**src/rtl/up_pkg.sv**
```systemverilog
// rtl/up_pkg.sv - shared opcodes, ALU codes, bus sources and FSM encoding for the 4-bit uP sequencer
package up_pkg;

    localparam logic [3:0] OP_JC    = 4'h0;
    localparam logic [3:0] OP_JNC   = 4'h1;
    localparam logic [3:0] OP_CMPI  = 4'h2;
    localparam logic [3:0] OP_CMPM  = 4'h3;
    localparam logic [3:0] OP_LIT   = 4'h4;
    localparam logic [3:0] OP_IN    = 4'h5;
    localparam logic [3:0] OP_LD    = 4'h6;
    localparam logic [3:0] OP_ST    = 4'h7;
    localparam logic [3:0] OP_JZ    = 4'h8;
    localparam logic [3:0] OP_JNZ   = 4'h9;
    localparam logic [3:0] OP_ADDI  = 4'hA;
    localparam logic [3:0] OP_ADDM  = 4'hB;
    localparam logic [3:0] OP_JMP   = 4'hC;
    localparam logic [3:0] OP_OUT   = 4'hD;
    localparam logic [3:0] OP_NANDI = 4'hE;
    localparam logic [3:0] OP_NANDM = 4'hF;

    typedef enum logic [2:0] {
        ALU_NOP  = 3'd0,
        ALU_PASS = 3'd1,
        ALU_CMP  = 3'd2,
        ALU_ADD  = 3'd3,
        ALU_NAND = 3'd4
    } alu_op_t;

    localparam logic [1:0] SRC_OPRND = 2'b00;
    localparam logic [1:0] SRC_RAM   = 2'b01;
    localparam logic [1:0] SRC_PB    = 2'b10;
    localparam logic [1:0] SRC_ACCU  = 2'b11;

    localparam logic [1:0] ST_IDLE     = 2'd0;
    localparam logic [1:0] ST_FETCH    = 2'd1;
    localparam logic [1:0] ST_EXEC     = 2'd2;
    localparam logic [1:0] ST_MEM_WAIT = 2'd3;

    typedef struct packed {
        logic      pc_inc;
        logic      pc_load;
        logic      acc_load;
        logic      flags_load;
        logic      ram_cs;
        logic      ram_we;
        logic      out_load;
        logic      is_mem;
        alu_op_t   alu_op;
        logic [1:0] src_sel;
    } ctrl_t;

    function automatic logic is_mem_op(input logic [3:0] op);
        return (op == OP_CMPM) || (op == OP_LD) || (op == OP_ST) ||
               (op == OP_ADDM) || (op == OP_NANDM);
    endfunction

endpackage

```
**src/rtl/up_ctrl_seq_if.sv**
```systemverilog
// rtl/up_ctrl_seq_if.sv - control bus between the sequencer and the uP datapath/RAM
interface up_ctrl_seq_if;
    import up_pkg::*;

    logic       run;
    logic       step;
    logic [3:0] instr;
    logic       c_flag;
    logic       z_flag;
    logic       ram_ready;

    logic       phase;
    logic       fetch_en;
    logic       pc_inc;
    logic       pc_load;
    logic       acc_load;
    logic       flags_load;
    alu_op_t    alu_op;
    logic [1:0] src_sel;
    logic       ram_cs;
    logic       ram_we;
    logic       out_load;
    logic       ram_err;
    logic       busy;

    modport master (
        input  run, step, instr, c_flag, z_flag, ram_ready,
        output phase, fetch_en, pc_inc, pc_load, acc_load, flags_load,
               alu_op, src_sel, ram_cs, ram_we, out_load, ram_err, busy
    );

    modport slave (
        output run, step, instr, c_flag, z_flag, ram_ready,
        input  phase, fetch_en, pc_inc, pc_load, acc_load, flags_load,
               alu_op, src_sel, ram_cs, ram_we, out_load, ram_err, busy
    );

endinterface

```
**src/rtl/up_ctrl_decode.sv**
```systemverilog
// rtl/up_ctrl_decode.sv - combinational opcode + flags to execute-phase strobe vector
module up_ctrl_decode
    import up_pkg::*;
(
    input  logic [3:0] instr,
    input  logic       c_flag,
    input  logic       z_flag,
    output ctrl_t      ctrl
);

    always_comb begin
        ctrl.pc_inc     = 1'b0;
        ctrl.pc_load    = 1'b0;
        ctrl.acc_load   = 1'b0;
        ctrl.flags_load = 1'b0;
        ctrl.ram_cs     = 1'b0;
        ctrl.ram_we     = 1'b0;
        ctrl.out_load   = 1'b0;
        ctrl.is_mem     = is_mem_op(instr);
        ctrl.alu_op     = ALU_NOP;
        ctrl.src_sel    = SRC_OPRND;

        case (instr)
            // conditional branches: a not-taken branch just steps past the operand
            OP_JC: begin
                ctrl.pc_load = c_flag;
                ctrl.pc_inc  = ~c_flag;
            end
            OP_JNC: begin
                ctrl.pc_load = ~c_flag;
                ctrl.pc_inc  = c_flag;
            end
            OP_JZ: begin
                ctrl.pc_load = z_flag;
                ctrl.pc_inc  = ~z_flag;
            end
            OP_JNZ: begin
                ctrl.pc_load = ~z_flag;
                ctrl.pc_inc  = z_flag;
            end
            OP_JMP: ctrl.pc_load = 1'b1;
            OP_CMPI: begin
                ctrl.alu_op     = ALU_CMP;
                ctrl.flags_load = 1'b1;
            end
            OP_LIT: begin
                ctrl.alu_op   = ALU_PASS;
                ctrl.acc_load = 1'b1;
            end
            OP_IN: begin
                ctrl.alu_op   = ALU_PASS;
                ctrl.src_sel  = SRC_PB;
                ctrl.acc_load = 1'b1;
            end
            OP_ADDI: begin
                ctrl.alu_op     = ALU_ADD;
                ctrl.acc_load   = 1'b1;
                ctrl.flags_load = 1'b1;
            end
            OP_NANDI: begin
                ctrl.alu_op     = ALU_NAND;
                ctrl.acc_load   = 1'b1;
                ctrl.flags_load = 1'b1;
            end
            OP_OUT: begin
                ctrl.src_sel  = SRC_ACCU;
                ctrl.out_load = 1'b1;
            end
            OP_CMPM: begin
                ctrl.ram_cs     = 1'b1;
                ctrl.src_sel    = SRC_RAM;
                ctrl.alu_op     = ALU_CMP;
                ctrl.flags_load = 1'b1;
            end
            OP_LD: begin
                ctrl.ram_cs   = 1'b1;
                ctrl.src_sel  = SRC_RAM;
                ctrl.alu_op   = ALU_PASS;
                ctrl.acc_load = 1'b1;
            end
            OP_ST: begin
                ctrl.ram_cs  = 1'b1;
                ctrl.ram_we  = 1'b1;
                ctrl.src_sel = SRC_ACCU;
            end
            OP_ADDM: begin
                ctrl.ram_cs     = 1'b1;
                ctrl.src_sel    = SRC_RAM;
                ctrl.alu_op     = ALU_ADD;
                ctrl.acc_load   = 1'b1;
                ctrl.flags_load = 1'b1;
            end
            OP_NANDM: begin
                ctrl.ram_cs     = 1'b1;
                ctrl.src_sel    = SRC_RAM;
                ctrl.alu_op     = ALU_NAND;
                ctrl.acc_load   = 1'b1;
                ctrl.flags_load = 1'b1;
            end
            default: ;
        endcase
    end

endmodule

```
**src/rtl/up_ctrl_seq.sv**
```systemverilog
// rtl/up_ctrl_seq.sv - fetch/execute sequencer with RAM wait states, timeout and single-step
module up_ctrl_seq
    import up_pkg::*;
#(
    parameter int unsigned WAIT_MAX = 15,
    parameter int unsigned WAIT_W   = 4
)(
    input  logic          clock,
    input  logic          reset,
    up_ctrl_seq_if.master bus
);

    logic [1:0]        state;
    logic [1:0]        state_nxt;
    logic [WAIT_W-1:0] wait_cnt;
    logic              ram_err_q;
    logic              step_q;
    logic              step_edge;
    logic              timeout;
    logic              mem_ok;
    logic              done;
    ctrl_t             dec;

    up_ctrl_decode u_decode (
        .instr  (bus.instr),
        .c_flag (bus.c_flag),
        .z_flag (bus.z_flag),
        .ctrl   (dec)
    );

    // step_q follows step every cycle, so an edge seen while busy is already stale by IDLE
    assign step_edge = bus.step & ~step_q;
    assign timeout   = (state == ST_MEM_WAIT) && (wait_cnt == WAIT_W'(WAIT_MAX));
    assign mem_ok    = bus.ram_ready & ~timeout;

    always_comb begin
        done = 1'b0;
        case (state)
            ST_EXEC:     done = ~dec.is_mem | bus.ram_ready;
            ST_MEM_WAIT: done = bus.ram_ready | timeout;
            default:     done = 1'b0;
        endcase
    end

    always_comb begin
        state_nxt = state;
        case (state)
            ST_IDLE:  if (bus.run || step_edge) state_nxt = ST_FETCH;
            ST_FETCH: state_nxt = ST_EXEC;
            ST_EXEC, ST_MEM_WAIT: begin
                if (done)
                    state_nxt = bus.run ? ST_FETCH : ST_IDLE;
                else
                    state_nxt = ST_MEM_WAIT;
            end
            default: state_nxt = ST_IDLE;
        endcase
    end

    always_ff @(posedge clock or negedge reset) begin
        if (!reset) begin
            state     <= ST_IDLE;
            wait_cnt  <= '0;
            ram_err_q <= 1'b0;
            step_q    <= 1'b0;
        end else begin
            state  <= state_nxt;
            step_q <= bus.step;
            if (state == ST_MEM_WAIT && !done)
                wait_cnt <= wait_cnt + 1'b1;
            else
                wait_cnt <= '0;
            if (timeout)
                ram_err_q <= 1'b1;
        end
    end

    // outputs decode straight from state so an async reset clears them in the same cycle
    always_comb begin
        bus.phase      = 1'b0;
        bus.fetch_en   = 1'b0;
        bus.pc_inc     = 1'b0;
        bus.pc_load    = 1'b0;
        bus.acc_load   = 1'b0;
        bus.flags_load = 1'b0;
        bus.alu_op     = ALU_NOP;
        bus.src_sel    = SRC_OPRND;
        bus.ram_cs     = 1'b0;
        bus.ram_we     = 1'b0;
        bus.out_load   = 1'b0;
        case (state)
            ST_FETCH: begin
                bus.fetch_en = 1'b1;
                bus.pc_inc   = 1'b1;
            end
            ST_EXEC, ST_MEM_WAIT: begin
                bus.phase      = 1'b1;
                bus.pc_inc     = dec.pc_inc;
                bus.pc_load    = dec.pc_load;
                bus.alu_op     = dec.alu_op;
                bus.src_sel    = dec.src_sel;
                bus.ram_cs     = dec.ram_cs;
                bus.ram_we     = dec.ram_we;
                bus.out_load   = dec.out_load;
                bus.acc_load   = dec.acc_load & (~dec.is_mem | mem_ok);
                bus.flags_load = dec.flags_load & (~dec.is_mem | mem_ok);
            end
            default: ;
        endcase
    end

    assign bus.ram_err = ram_err_q;
    assign bus.busy    = (state != ST_IDLE);

endmodule

```
**src/flat_wrapper.sv**
```systemverilog
// flat-port wrapper written by rule: the top's interface ports become plain ports
module up_ctrl_seq_flat import up_pkg::*;
#(
    parameter int unsigned WAIT_MAX = 15,
    parameter int unsigned WAIT_W   = 4
)
  (clock, reset, bus_run, bus_step, bus_instr, bus_c_flag, bus_z_flag, bus_ram_ready, bus_phase, bus_fetch_en, bus_pc_inc, bus_pc_load, bus_acc_load, bus_flags_load, bus_alu_op, bus_src_sel, bus_ram_cs, bus_ram_we, bus_out_load, bus_ram_err, bus_busy);
  up_ctrl_seq_if bus_i ();
  input  logic clock;
  input  logic reset;
  input wire logic [$bits(bus_i.run)-1:0] bus_run;
  input wire logic [$bits(bus_i.step)-1:0] bus_step;
  input wire logic [$bits(bus_i.instr)-1:0] bus_instr;
  input wire logic [$bits(bus_i.c_flag)-1:0] bus_c_flag;
  input wire logic [$bits(bus_i.z_flag)-1:0] bus_z_flag;
  input wire logic [$bits(bus_i.ram_ready)-1:0] bus_ram_ready;
  output wire logic [$bits(bus_i.phase)-1:0] bus_phase;
  output wire logic [$bits(bus_i.fetch_en)-1:0] bus_fetch_en;
  output wire logic [$bits(bus_i.pc_inc)-1:0] bus_pc_inc;
  output wire logic [$bits(bus_i.pc_load)-1:0] bus_pc_load;
  output wire logic [$bits(bus_i.acc_load)-1:0] bus_acc_load;
  output wire logic [$bits(bus_i.flags_load)-1:0] bus_flags_load;
  output wire logic [$bits(bus_i.alu_op)-1:0] bus_alu_op;
  output wire logic [$bits(bus_i.src_sel)-1:0] bus_src_sel;
  output wire logic [$bits(bus_i.ram_cs)-1:0] bus_ram_cs;
  output wire logic [$bits(bus_i.ram_we)-1:0] bus_ram_we;
  output wire logic [$bits(bus_i.out_load)-1:0] bus_out_load;
  output wire logic [$bits(bus_i.ram_err)-1:0] bus_ram_err;
  output wire logic [$bits(bus_i.busy)-1:0] bus_busy;
  assign bus_i.run = bus_run;
  assign bus_i.step = bus_step;
  assign bus_i.instr = bus_instr;
  assign bus_i.c_flag = bus_c_flag;
  assign bus_i.z_flag = bus_z_flag;
  assign bus_i.ram_ready = bus_ram_ready;
  assign bus_phase = bus_i.phase;
  assign bus_fetch_en = bus_i.fetch_en;
  assign bus_pc_inc = bus_i.pc_inc;
  assign bus_pc_load = bus_i.pc_load;
  assign bus_acc_load = bus_i.acc_load;
  assign bus_flags_load = bus_i.flags_load;
  assign bus_alu_op = bus_i.alu_op;
  assign bus_src_sel = bus_i.src_sel;
  assign bus_ram_cs = bus_i.ram_cs;
  assign bus_ram_we = bus_i.ram_we;
  assign bus_out_load = bus_i.out_load;
  assign bus_ram_err = bus_i.ram_err;
  assign bus_busy = bus_i.busy;
  up_ctrl_seq #(.WAIT_MAX(WAIT_MAX), .WAIT_W(WAIT_W)) u_core (.clock(clock), .reset(reset), .bus(bus_i));
endmodule
```
**config.mk**
```make
export PLATFORM = sky130hd
export DESIGN_NAME = up_ctrl_seq_flat
export DESIGN_NICKNAME = d
export VERILOG_FILES = /design/src/rtl/up_pkg.sv /design/src/rtl/up_ctrl_seq_if.sv /design/src/rtl/up_ctrl_decode.sv /design/src/rtl/up_ctrl_seq.sv /design/src/flat_wrapper.sv
export SDC_FILE = /design/constraint.sdc
export NUM_CORES = 1
export LEC_CHECK = 0
export CAP_MARGIN = 40
export CORE_UTILIZATION = 40
export DETAILED_ROUTE_END_ITERATION = 8
export PLACE_DENSITY = 0.83
export RECOVER_POWER = 50
export SETUP_SLACK_MARGIN = 0.1
export SLEW_MARGIN = 20
export SYNTH_ARGS = -nofsm -noshare
export SYNTH_HDL_FRONTEND = slang
export SYNTH_SLANG_ARGS = --single-unit
```
**constraint.sdc**
```tcl
create_clock -name clock -period 2.04 [get_ports clock]
set_clock_uncertainty 0.2 [all_clocks]
set_input_delay 0.306 -clock clock [delete_from_list [all_inputs] [get_ports clock]]
set_output_delay 0.306 -clock clock [all_outputs]
set_load 0.02 [all_outputs]
```
==> results.yml, run 1 <==
outcome:
  status: "finished, final reports clean"
critical_path:
  worst_setup_path_end_kind: "output port"
  reg2reg_to: "u_core.state[0]"
  rrSetupSlack_ns: 0.29
  reg2reg_depth: 6
  crit_start: "u_core.wait_cnt[1]"
  arrival_ns: 1.50
  cp-endpoint: "bus_acc_load"
  critical_path_class: "register to output port"
  r2r-start: "u_core.wait_cnt[1]"
  path_max_fanout: 3
  critPathLaunchType: "register"
  cp.required_ns: 1.53
pwr:
  p_leak_nw: 0.4914
  ir_drop_uv: 561.6
  power_density_nw_per_um2: 855.1
  finalPower_mw: 0.8313
sta:
  fin_crit_sh_pct: 98.53
  slew_violations: 0
  max_freq_mhz: 497.5
  worst_pin_slew_ns: 0.3437
  finalSetupViolations: 0
  finalHoldViolCount: 0
  min_period_ns: 2.010
  grt_setup_unrepaired: "yes"
  max_slew_margin_pct: 77.01
  tns_ns: 0
final_layout:
  fin_area_um2: 972.2
  syn_to_final_growth_pct: 62.89
  final_nets: 128
  fin_cells: 129
  final_layout_size_suffix_gt1_share_pct: 37.72
  antenna_cells: 0
floorplan:
  die_w_um: 40.63
  die_h_um: 40.63
  core_um2: 1350
  rows: 13
  initial_utilization_pct: 44.21
  ios: 27
  dieArea_um2: 1650
drt:
  first_pass_iters: 4
  drc: 0
  wl_per_cell_um: 13.85
  vias: 715
  drt-initial-drc-count: 20
  viasPerCell: 5.543
  drtAntennaViolNets: 0
  drt_wl_total_um: 1787
synth:
  synthTopCellsByArea: "dfrtp_1 (34%), nor2_1 (9.4%), buf_6 (3.8%)"
  synth.top_cell.area_share_pct: 33.54
  yosysWarnings: 0
  syn_nets: 83
  seq_area_frac_synth_pct: 33.54
  synthesis.area_um2: 596.8
  syn_inst: 71
  postSynth.asyncResetShare_pct: 100.0
  synth-edff-count: 0
  yosysMostFrequentCell: "nor2_1"
  ys_seq_elements: 8
  synth_area_per_cell_um2: 8.406
  synth_top_area_cell: "dfrtp_1"
  yosysUniqueCellTypes: 33
  synthTopCellsByCount: "nor2_1 (15), dfrtp_1 (8), nand2_1 (4)"
  synth_ff_type: "dfrtp_1"
grt:
  grtUsageTotal_pct: 22.58
  grt_max_degree: 9
  grt.overflow.total: 0
  grt_pass1_wl_um: 2387
  antenna_found_initial: 0
  grt_pass1_vias: 542
place:
  hpwl_um: 1262
  gp_congestion: 0.7220
  placed_area_um2: 967.2
  numPortBuffers: 26
  dp_cells: 124
worst_hold_path:
  hold_class: "primary input to asynchronous set/reset pin"
cts:
  clock_latency_ns: 0.25
  numCtsBuffers: 3
  cts_tree: "done"
  htree_levels: 1
  cts_hold_buf: 0
  clockBufferDepth: 2
  cts_sinks: 8
  root_buffer: "clkbuf_4"
  clk_pin_slew_worst_paths_ns: 0.05
run:
  maxCapViolations: 0
worst max-delay path, cell delays in order, from the launching register on:
cell      delay, ns
dfrtp_1        0.40
ha_2           0.20
and3_4         0.15
nand3_2        0.10
o211ai_1       0.10
a31oi_1        0.14
buf_4          0.16
per-stage QoR:
| stage | util, % | hold WS (ns) | setup WS (ns) |
|---|---|---|---|
| 2_1_floorplan | - | -0.1896 | 0.1497 |
| 5_1_grt | 72.01 | 0.2121 | -0.02855 |
| 6_report | 72.01 | 0.1909 | 0.02991 |
| 4_1_cts | 71.27 | 0.1280 | 0.05976 |
| 3_3_place_gp | 71.64 | 0.2501 | -0.5068 |
| 3_5_place_dp | 71.64 | 0.2530 | -0.5264 |
per-layer routing:
metal | track usage (%) | up-vias | routed length (um) | part of all wire (%)
met4 | 5.833 | 0 | 65 | 3.6
met5 | 0 | - | 0 | 0
met1 | 28.96 | 326 | 711 | 40
met2 | 34.92 | 45 | 866 | 48
li1 | - | 332 | - | -
met3 | 9.239 | 12 | 143 | 8.0
logic make-up (layout without fill, tap and decap cells):
family / Yosys count / in the layout / synth area share (%)
AND/OR/NAND/NOR: 36 / 36 / 32.28
AO/OA/AOI/OAI: 14 / 14 / 17.40
flip-flops: 8 / 8 / 33.54
buffers and inverters: 8 / 51 / 7.966
XOR/XNOR: 3 / 3 / 4.403
adder cells (fa/ha/maj): 1 / 1 / 2.096
multiplexers: 1 / 1 / 2.306
state kept, by name, summed over array words and instances (netlist names):
name,flops
u_core.bus.ram_err,1
u_core.wait_cnt,4
u_core.step_q,1
u_core.state,2
where the power goes:
| part | switching (mW) | internal [mW] |
|---|---|---|
| sequential | 0.0330 | 0.186 |
| clock | 0.0504 | 0.0671 |
| combinational | 0.272 | 0.223 |
| total | 0.355 | 0.476 |
cell type report:
class / instances / area, um2
Clock buffer: 3 / 22.52
Fill cell: 116 / 377.9
Inverter: 3 / 11.26
Multi-Input combinational cell: 55 / 366.6
Sequential cell: 8 / 201.4
Tap cell: 15 / 18.77
Timing Repair Buffer: 45 / 351.6
worst min-delay path by stage:
stage,start,to,slack (ns),cells past startpoint
6_report,reset,u_core.wait_cnt[3],0.19,1
3_5_place_dp,u_core.bus.ram_err,u_core.bus.ram_err,0.25,1
5_1_grt,reset,u_core.wait_cnt[1],0.21,1
2_1_floorplan,reset,u_core.bus.ram_err,-0.19,0
3_3_place_gp,u_core.bus.ram_err,u_core.bus.ram_err,0.25,1
4_1_cts,reset,u_core.wait_cnt[3],0.13,1
layout by cell type, fill, tap and decap left out, types with 2 or more instances in the layout:
cell type        synthesis  layout
inv_1                    2       2
xnor2_1                  2       2
o21ai_0                  2       2
nand2b_1                 3       3
nand3_1                  3       2
buf_2                    2       6
and4_1                   2       2
clkdlybuf4s50_1          0       3
clkbuf_4                 0       3
nor2_1                  15      15
nand2_1                  4       4
a21oi_1                  3       3
dlygate4sd2_1            0      12
dlygate4sd3_1            0       2
dfrtp_1                  8       7
buf_4                    0      20
what timing repair did:
item,4_1_cts,5_1_grt
setup endpoints to repair,15,5
pin swaps,4,0
gates resized for setup,55,4
buffers inserted,0,2
No activity file was read; power rests on OpenSTA's default activity.
==> run 2, diff against run 1 <==
clock period = 2.16 ns   (was 2.04 ns; I/O delays follow)
==> run 2 against run 1 <==
  * Sequential share of layout area fell by 0.29 points
  * Critical path type unchanged
  * Core utilization rose by 1.0 points
  * Worst hold slack improved by 0.018 ns
  * Routed wire length fell by 13%
  * Non-clock buffer count fell by 3
  * Sequential power barely moved
  * Final area rose by 1.4%
  * Register-to-register slack improved by 0.15 ns
  * Worst setup slack improved by 0.11 ns
  * Cell count fell by 2.3%
  * Die area did not move
  * Global-route usage fell by 1.3 points
==> results.yml, run 2 (same netlist as run 1, synthesis figures left out) <==
drt:
  drt-initial-drc-count: 12
  first_pass_iters: 5
  viasPerCell: 5.071
  drtAntennaViolNets: 0
  wl_per_cell_um: 12.40
  drc: 0
  drt_wl_total_um: 1562
  vias: 639
final_layout:
  largest_reg_flops: 4
  final_layout_size_suffix_gt1_share_pct: 36.04
  syn_to_final_growth_pct: 65.20
  top_register: "u_core.wait_cnt"
  antenna_cells: 0
  final_nets: 125
  fillerInstances: 110
  layout.cells.most_common: "buf_4"
  layout_common_cells: "buf_4 (17), nor2_1 (15), dlygate4sd2_1 (7), dfrtp_1 (7)"
  top_regs: "u_core.wait_cnt: 4 flops, u_core.state: 2 flops"
grt:
  grt_max_degree: 10
  antenna_found_initial: 0
  grt.overflow.total: 0
  grt_pass1_vias: 522
  grtUsageTotal_pct: 21.32
  grt_pass1_wl_um: 2256
critical_path:
  cpPeakStageDelay_ns: 0.38
  crit_chain: "ha_2, and3_4, nand3_2, o211ai_1, a31oi_1, buf_4"
  crit_start: "u_core.wait_cnt[0]"
  cp.required_ns: 1.64
  r2r-start: "u_core.wait_cnt[0]"
  arrival_ns: 1.50
  critical_path_class: "register to output port"
  critPathLaunchType: "register"
  path_max_fanout: 3
  slowest_stage: "dfrtp_1"
  worst_setup_path_end_kind: "output port"
cts:
  numCtsBuffers: 3
  cts_sinks: 8
  root_buffer: "clkbuf_4"
  htree_levels: 1
  clk_pin_slew_worst_paths_ns: 0.05
  clock_latency_ns: 0.25
  cts_tree: "done"
  cts_hold_buf: 0
  clockBufferDepth: 2
floorplan:
  dieArea_um2: 1650
  core_um2: 1350
  initial_utilization_pct: 44.21
  rows: 13
  die_w_um: 40.63
  die_h_um: 40.63
  ios: 27
worst_hold_path:
  hold_class: "primary input to asynchronous set/reset pin"
sta:
  min_period_ns: 2.024
  finalSetupViolations: 0
  worst_pin_slew_ns: 0.3393
  fin_ws_ns: 0.1356
  finalHoldViolCount: 0
  max_freq_mhz: 494.0
  fin_crit_sh_pct: 93.72
  max_slew_margin_pct: 77.31
  slew_violations: 0
  grt_setup_unrepaired: "yes"
place:
  gp_congestion: 0.7516
  numPortBuffers: 26
  hpwl_um: 1181
  place_ws_ns: -0.4578
run:
  maxCapViolations: 0
pwr:
  finalPower_mw: 0.7503
  ir_drop_uv: 681.4
  p_leak_nw: 0.4877
  power_density_nw_per_um2: 761.0
outcome:
  status: "finished, final reports clean"
-- run 2: through the flow --
step | util (%) | area [um2] | setup TNS (ns) | std cells | hold WS (ns)
detailed placement | 70.53 | 952.2 | -3.763 | 122 | 0.2519
CTS | 69.97 | 944.7 | 0 | 125 | 0.1440
floorplan | - | 596.8 | 0 | 71 | -0.1716
global placement | 70.53 | 952.2 | -3.462 | 122 | 0.2515
finish | 73.03 | 985.9 | 0 | 126 | 0.2089
global route | 73.03 | 985.9 | 0 | 126 | 0.2277
-- run 2: final timing paths --
kind	endpoint	slack [ns]	cells after the start
worst max-delay path	bus_acc_load	0.14	6
worst min-delay path	u_core.wait_cnt[2]	0.21	1
worst max register to register	u_core.wait_cnt[0]	0.44	5
worst min register to register	u_core.bus.ram_err	0.26	1
max in group asynchronous	u_core.state[1]	1.28	1
min in group clock	u_core.bus.ram_err	0.26	1
-- run 2: power breakdown --
group | internal [mW] | switching [mW] | leakage, nW
Combinational | 0.194 | 0.230 | 0.370
Clock | 0.0632 | 0.0459 | 0.0138
Sequential | 0.176 | 0.0407 | 0.104
Total | 0.433 | 0.317 | 0.488
-- run 2: layout make-up --
class | count | area (um2) | area share, %
repair buffers | 42 | 357.8 | 36.29
flip-flops and latches | 8 | 201.4 | 20.43
multi-input cells | 55 | 374.1 | 37.94
well taps | 15 | 18.77 | 1.904
clock buffers | 3 | 22.52 | 2.284
inverters | 3 | 11.26 | 1.142
-- run 2: timing repair --
item,CTS,global route
pin swaps,0,3
setup buffers,0,1
endpoints found under the setup margin,14,11
resized for setup,47,14
-- run 2: critical path, delay by kind of cell (launching register included) --
family          cells  cell delay [ns]
compound gates      2             0.27
fa+ha+maj           1             0.19
buf+inv             1             0.16
flops               1             0.38
simple gates        2             0.24
-- run 2: per-layer routing --
metal	vias to the layer above	routed length, um	global-route usage, %
met1	297	689	27.27
met2	14	807	32.54
met4	0	0	7.500
met3	0	65	8.152
li1	328	-	-
met5	-	0	0
